## src/rtl/ysyx_23060042_ifu.sv

```systemverilog
// Instruction fetch unit for a multi-cycle core.
// Fetches one word per instruction on an AR/R read channel and hands it to decode.
// It then waits for commit to return the next PC before issuing the next fetch.
//
// state | meaning
// BOOT  | first cycle after reset release
// REQ   | read address presented, waiting for arready
// RESP  | address accepted, waiting for rvalid
// ISSUE | instruction word presented to decode, waiting for inst_ready
// WAITC | instruction in execute, waiting for commit_valid
// HALT  | ebreak retired, fetch stopped until reset
// ERR   | bus error or misaligned commit_pc, fetch stopped until reset
module ysyx_23060042_ifu #(
  parameter logic [31:0] RESET_PC = 32'h8000_0000
) (
  input  logic        clk,
  input  logic        rst_n,
  output logic [31:0] araddr,
  output logic        arvalid,
  input  logic        arready,
  input  logic [31:0] rdata,
  input  logic [1:0]  rresp,
  input  logic        rvalid,
  output logic        rready,
  output logic [31:0] inst,
  output logic [31:0] pc,
  output logic        inst_valid,
  input  logic        inst_ready,
  input  logic        commit_valid,
  input  logic [31:0] commit_pc,
  input  logic        halt,
  output logic        fetch_err,
  output logic        halted
);

  typedef enum logic [2:0] {
    S_BOOT,
    S_REQ,
    S_RESP,
    S_ISSUE,
    S_WAITC,
    S_HALT,
    S_ERR
  } state_t;

  state_t      state;
  state_t      state_nxt;
  logic [31:0] pc_q;
  logic [31:0] inst_q;

  logic commit_take;
  logic commit_misaligned;
  logic resp_ok;

  assign commit_take       = (state == S_WAITC) && commit_valid;
  assign commit_misaligned = (commit_pc[1:0] != 2'b00);
  assign resp_ok           = (state == S_RESP) && rvalid && (rresp == 2'b00);

  // State register.
  always_ff @(posedge clk or negedge rst_n) begin
    if (!rst_n) begin
      state <= S_BOOT;
    end else begin
      state <= state_nxt;
    end
  end

  // Next-state decode; halt wins over a misaligned or valid commit_pc.
  always_comb begin
    state_nxt = state;
    case (state)
      S_BOOT:  state_nxt = S_REQ;
      S_REQ:   if (arready) state_nxt = S_RESP;
      S_RESP: begin
        if (rvalid) begin
          state_nxt = (rresp == 2'b00) ? S_ISSUE : S_ERR;
        end
      end
      S_ISSUE: if (inst_ready) state_nxt = S_WAITC;
      S_WAITC: begin
        if (commit_valid) begin
          if (halt) begin
            state_nxt = S_HALT;
          end else if (commit_misaligned) begin
            state_nxt = S_ERR;
          end else begin
            state_nxt = S_REQ;
          end
        end
      end
      S_HALT:  state_nxt = S_HALT;
      S_ERR:   state_nxt = S_ERR;
      default: state_nxt = S_ERR;
    endcase
  end

  // PC takes the committed next PC only on a clean redirect; instruction word captured on OKAY response.
  always_ff @(posedge clk or negedge rst_n) begin
    if (!rst_n) begin
      pc_q   <= RESET_PC;
      inst_q <= 32'h0;
    end else begin
      if (commit_take && !halt && !commit_misaligned) begin
        pc_q <= commit_pc;
      end
      if (resp_ok) begin
        inst_q <= rdata;
      end
    end
  end

  assign araddr     = pc_q;
  assign pc         = pc_q;
  assign inst       = inst_q;
  assign arvalid    = (state == S_REQ);
  assign rready     = (state == S_RESP);
  assign inst_valid = (state == S_ISSUE);
  assign fetch_err  = (state == S_ERR);
  assign halted     = (state == S_HALT);

endmodule

```

## config.mk

```make
export PLATFORM = sky130hd
export DESIGN_NAME = ysyx_23060042_ifu
export DESIGN_NICKNAME = d
export VERILOG_FILES = /design/src/rtl/ysyx_23060042_ifu.sv
export SDC_FILE = /design/constraint.sdc
export NUM_CORES = 1
export LEC_CHECK = 0
export BUFFER_PORTS_ARGS = -buffer_cell sky130_fd_sc_hd__buf_4
export CAP_MARGIN = 20
export CORE_MARGIN = 3
export CORE_UTILIZATION = 24
export DETAILED_ROUTE_END_ITERATION = 8
export SLEW_MARGIN = 10
export SYNTH_ARGS = -nofsm -noshare
export SYNTH_HDL_FRONTEND = slang
export SYNTH_SLANG_ARGS = --single-unit
```

## constraint.sdc

```tcl
create_clock -name clk -period 2.05 [get_ports clk]
set_input_delay 0 -clock clk [delete_from_list [all_inputs] [get_ports clk]]
set_output_delay 0 -clock clk [all_outputs]
set_load 0.02 [all_outputs]
```

==> impl_metrics.ini, run 1 <==
[status]
status = finished clean

[global_route]
grt_pass1_vias = 2582
antenna_found_initial = 0
grt-ovfl-total = 0
grt_start_max_net_pins = 68
grt_pass1_wl_um = 13270
grtUsageTotal_pct = 11.77

[clock_tree]
hold_buffers = 65
cts_resized = 0
cts_setup_buffers = 0
htree_levels = 3
cts_made_buffers = 9
clock_sinks = 67
cts_root_buffer = clkbuf_16
clk_pin_slew_worst_paths_ps = 60
clock_latency_ps = 330
cts_tree = yes
cts.path.max_buffers = 2

[finish]
final_layout_size_suffix_gt1_share_pct = 61.85
nNetsFinal = 490
fin_util_pct = 42.97
area.growth.synth_to_final_pct = 71.31
n_antenna_cell = 0
fin_cells = 590

[pwr]
total_power_uw = 3607
clockPowerShare_pct = 50.8
p_sw_share_pct = 19.91
p_comb_share_pct = 11.0
p_int_uw = 2888
p_leak_uw = 0.002740
power.switching_uw = 718.2
cellPowerDensity_nw_per_um2 = 681.8
irDropWorstVdd_mv = 0.2905
pwr-share-seq_pct = 38.2

[hold_path]
hold_path_class = input port to flop

[detailed_routing]
via_count = 2366
drt_pass1_iterations = 4
drtAntennaViolNets = 0
drtIter0Drc = 78
drt-total-wl_um = 8458
via_per_inst = 4.010
route.detailed.drc = 0
drt-wirelength-per-cell_um = 14.34

[floorplanning]
num_rows = 40
die_w_um = 119.4
core_sq_um = 12310
die_area_sq_um = 14260
io_pins = 174
initial_core_util_pct = 25.08
die_y_um = 119.4

[place]
place_inst = 509
place_congestion = 0.8309
port_buffers = 173
dp_hpwl_um = 5450

[timing]
fin_crit_ps = 1789
skew_ps = 8.088
drv_slew = 0
setup_viol = 0
maxSlewHeadroom_pct = 40.69
fmax_ghz = 0.5589
worstMarginPinSlew_ps = 889.6
fin_crit_sh_pct = 87.28
rsz0062_at_grt = false
whs_ps = 29.97
setup_tns_ps = 0
hold_violations = 0

[synthesis]
synth_edf_count = 0
synth_commonest_cells = dfrtp_1 (66), buf_4 (33), mux2_2 (33), mux2_4 (28)
synth.distinct_cells = 32
synth_most_common_cell = dfrtp_1
async_reset_ff_share_pct = 100.0
seq_area_frac_synth_pct = 54.34
syn-num-nets = 280
synth_area_sq_um = 3088
synthFlopType = dfrtp_1
ys_warn_count = 0
syn_inst = 207
syn_avg_cell_area_sq_um = 14.92
ys_seq_elements = 67
yosys.area.top_type = dfrtp_1
synthTopCellsByArea = dfrtp_1 (53%), mux2_4 (14%), mux2_2 (12%)
synth_top_area_share_pct = 53.48

[job]
drv_cap = 0

[setup_path]
crit_chain = nor4_4 -> and3_2 -> buf_12 -> mux2_2
cp_max_fo = 32
crit_type = flop to flop
cp_num_buf_inv = 1
arrival_ps = 2000
cp_slowest_cell = dfrtp_1
critPathCaptureType = flop
slowest_delay_ps = 490
crit_required_ps = 2260
path_delay_family = simple AND/OR/NAND/NOR gates
start_kind = flop
worst paths after layout:
path	start	endpoint	slack [ps]	cells past startpoint
worst min-delay path	inst_ready	state[1]	30	4
max in group asynchronous	rst_n	state[0]	1100	2
worst min register to register	inst[4]	inst[4]	490	1
worst max register to register	state[0]	araddr[8]	260	4
worst max-delay path	state[0]	araddr[8]	260	4
min in group asynchronous	rst_n	araddr[10]	340	2
registers in the layout (all words and copies together) (netlist names):
name	cells
araddr	32
state	3
inst	32
worst min-delay path: cells and delay by family:
kind,cells,cell delay [ps]
buffers and inverters,1,90
AOI/OAI and AO/OA,2,170
and+or+nand+nor,1,40
final cells by class:
| cell class | count | area [sq um] |
|---|---|---|
| clock inverter | 4 | 95.09 |
| clock buffer | 12 | 266.5 |
| inverter | 2 | 7.507 |
| fill | 1166 | 7022 |
| tap | 168 | 210.2 |
| multi-input combinational | 96 | 1036 |
| timing repair buffer | 241 | 1997 |
| sequential | 67 | 1678 |
power by group through the flow:
stage	clock network, uW	logic, uW	registers (uW)
detailed placement	0	298	1400
finish	1830	397	1380
global placement	0	296	1400
floorplan	0	49.7	1440
CTS	1900	400	1380
global route	1960	426	1380
cells by family (layout without fill, tap and decap cells):
| kind of cell | count (synthesis) | after routing | synth area share [%] |
|---|---|---|---|
| DFF | 67 | 67 | 54.34 |
| and+or+nand+nor | 23 | 23 | 5.187 |
| buffers and inverters | 44 | 259 | 12.16 |
| muxes | 62 | 62 | 26.01 |
| AOI/OAI and AO/OA | 11 | 11 | 2.309 |
per-layer routing:
metal / routed length, um / GRT usage, % / part of all wire, %
met5: 0 / 0 / 0
met4: 257 / 6.657 / 3.0
met3: 407 / 2.612 / 4.8
met2: 4560 / 21.12 / 54
met1: 3232 / 12.71 / 38
cells in the final DEF (no fill, tap or decap):
master         count
nand2b_4           1
a21boi_0           1
nand3_1            1
mux2_4            28
dlygate4sd3_1     65
nor2_1             5
a31oi_1            2
or2b_1             1
inv_1              1
inv_2              1
dfrtp_1           66
o21bai_1           1
nand2b_1           1
nor3_1             2
clkbuf_8           3
nand3b_1           1
mux2_2            33
nor4_4             1
o21ai_0            3
o32ai_1            1
mux2_1             1
buf_12             2
o31ai_1            2
nand3_4            1
clkinv_2           1
dfstp_2            1
nor2b_1            2
nand2_1            4
and3_2             2
buf_4            174
a21oi_1            1
nor2_4             1
clkbuf_16          9
bufinv_16          3
metrics by stage:
stage	cell area, sq um	worst slack (ps)
floorplan	3088	443.1
global placement	4278	305.7
detailed placement	4278	274.2
CTS	5290	256.4
global route	5290	159.0
finish	5290	260.7
No activity file was read; power rests on OpenSTA's default activity.
==> run 2, diff against run 1 <==
--- a/config.mk
+++ b/config.mk
@@ -10,6 +10,7 @@
 export CORE_MARGIN = 3
 export CORE_UTILIZATION = 24
 export DETAILED_ROUTE_END_ITERATION = 8
+export HOLD_SLACK_MARGIN = 0.05
 export SLEW_MARGIN = 10
 export SYNTH_ARGS = -nofsm -noshare
 export SYNTH_HDL_FRONTEND = slang
==> impl_metrics.ini, run 2 (same netlist as run 1, synthesis figures left out) <==
[global_route]
antenna_found_initial = 0
grt_pass1_wl_um = 13340
grt-ovfl-total = 0
grtUsageTotal_pct = 11.83
grt_pass1_vias = 2603
grt_start_max_net_pins = 68

[finish]
postLayoutCellArea_sq_um = 5310
area.growth.synth_to_final_pct = 71.96
most-common-layout-cells = buf_4 (174), dlygate4sd3_1 (67), dfrtp_1 (66)
final_common_cell = buf_4
n_antenna_cell = 0
nNetsFinal = 492
final_layout_size_suffix_gt1_share_pct = 61.56

[place]
place_congestion = 0.8309
dp_hpwl_um = 5450
place_area_sq_um = 4278
port_buffers = 173

[setup_path]
r2r_start = state[2]
crit_required_ps = 2260
reg2regPathDepth = 5
arrival_ps = 1990
cp_max_fo = 32
r2r_end = araddr[8]
critPathCaptureType = flop
worstSetupStartpoint = state[2]
crit_type = flop to flop
start_kind = flop
reg2reg_slack_ps = 260
crit_end = araddr[8]

[timing]
maxSlewHeadroom_pct = 40.76
hold_violations = 0
fin_crit_ps = 1786
rsz0062_at_grt = false
setup_tns_ps = 0
skew_ps = 8.116
fmax_ghz = 0.5600
fin_crit_sh_pct = 87.11
worstMarginPinSlew_ps = 888.7
drv_slew = 0
setup_viol = 0

[clock_tree]
cts_root_buffer = clkbuf_16
htree_levels = 3
cts_made_buffers = 9
cts_resized = 0
clock_latency_ps = 330
cts.path.max_buffers = 2
cts_setup_buffers = 0
cts_tree = yes
clock_sinks = 67
hold_buffers = 67
clk_pin_slew_worst_paths_ps = 50

[floorplanning]
num_rows = 40
core_sq_um = 12310
die_area_sq_um = 14260
die_w_um = 119.4
die_y_um = 119.4
io_pins = 174
initial_core_util_pct = 25.08

[pwr]
total_power_uw = 3607
p_leak_uw = 0.002745
irDropWorstVdd_mv = 0.2905
cellPowerDensity_nw_per_um2 = 679.2

[hold_path]
hold_path_class = input port to flop
min_from = halt

[detailed_routing]
drtIter0Drc = 79
drt-total-wl_um = 8491
via_per_inst = 4.025
via_count = 2383
drt_pass1_iterations = 4
drt-wirelength-per-cell_um = 14.34
drtAntennaViolNets = 0
route.detailed.drc = 0

[status]
status = finished clean

[job]
drv_cap = 0
==> run 2: cell type report <==
| cell class | count | area, sq um |
|---|---|---|
| Fill cell | 1164 | 7002 |
| Timing Repair Buffer | 243 | 2017 |
| Sequential cell | 67 | 1678 |
| Multi-Input combinational cell | 96 | 1036 |
| Clock buffer | 12 | 266.5 |
| Tap cell | 168 | 210.2 |
| Clock inverter | 4 | 95.09 |
| Inverter | 2 | 7.507 |
==> run 2: per-layer routing <==
layer	GRT usage, %	wire length (um)	vias up
met2	21.34	4609	92
met1	12.71	3227	1171
li1	-	-	1102
met3	2.612	397	18
met4	6.657	257	0
met5	0	0	-
==> run 2: worst min-delay path by stage <==
| stage | endpoint | cells after the start | slack [ps] |
|---|---|---|---|
| floorplan | araddr[0] | 0 | -300 |
| global placement | araddr[16] | 1 | 170 |
| detailed placement | araddr[16] | 1 | 180 |
| CTS | state[1] | 4 | 60 |
| global route | state[2] | 5 | 130 |
| finish | state[2] | 5 | 80 |
==> run 2: critical path, cell delays in order, from the launching register on <==
cell and delay (ps):
dfrtp_1 560, inv_2 130, nor2_1 130, and3_2 220, buf_12 250, mux2_2 360
==> run 2: metrics by stage <==
| step | cells | util (%) | hold slack [ps] | setup WS, ps |
|---|---|---|---|---|
| 4_1_cts | 592 | 43.13 | 61.32 | 256.4 |
| 3_3_place_gp | 509 | 34.75 | 172.2 | 305.7 |
| 3_5_place_dp | 509 | 34.75 | 182.2 | 274.2 |
| 5_1_grt | 592 | 43.13 | 128.3 | 159.0 |
| 6_report | 592 | 43.13 | 81.97 | 264.2 |
| 2_1_floorplan | 207 | - | -295.6 | 443.1 |
==> run 2: where the power goes <==
group | switching, uW | internal (uW)
sequential | 18.8 | 1360
clock | 546 | 1280
combinational | 152 | 246
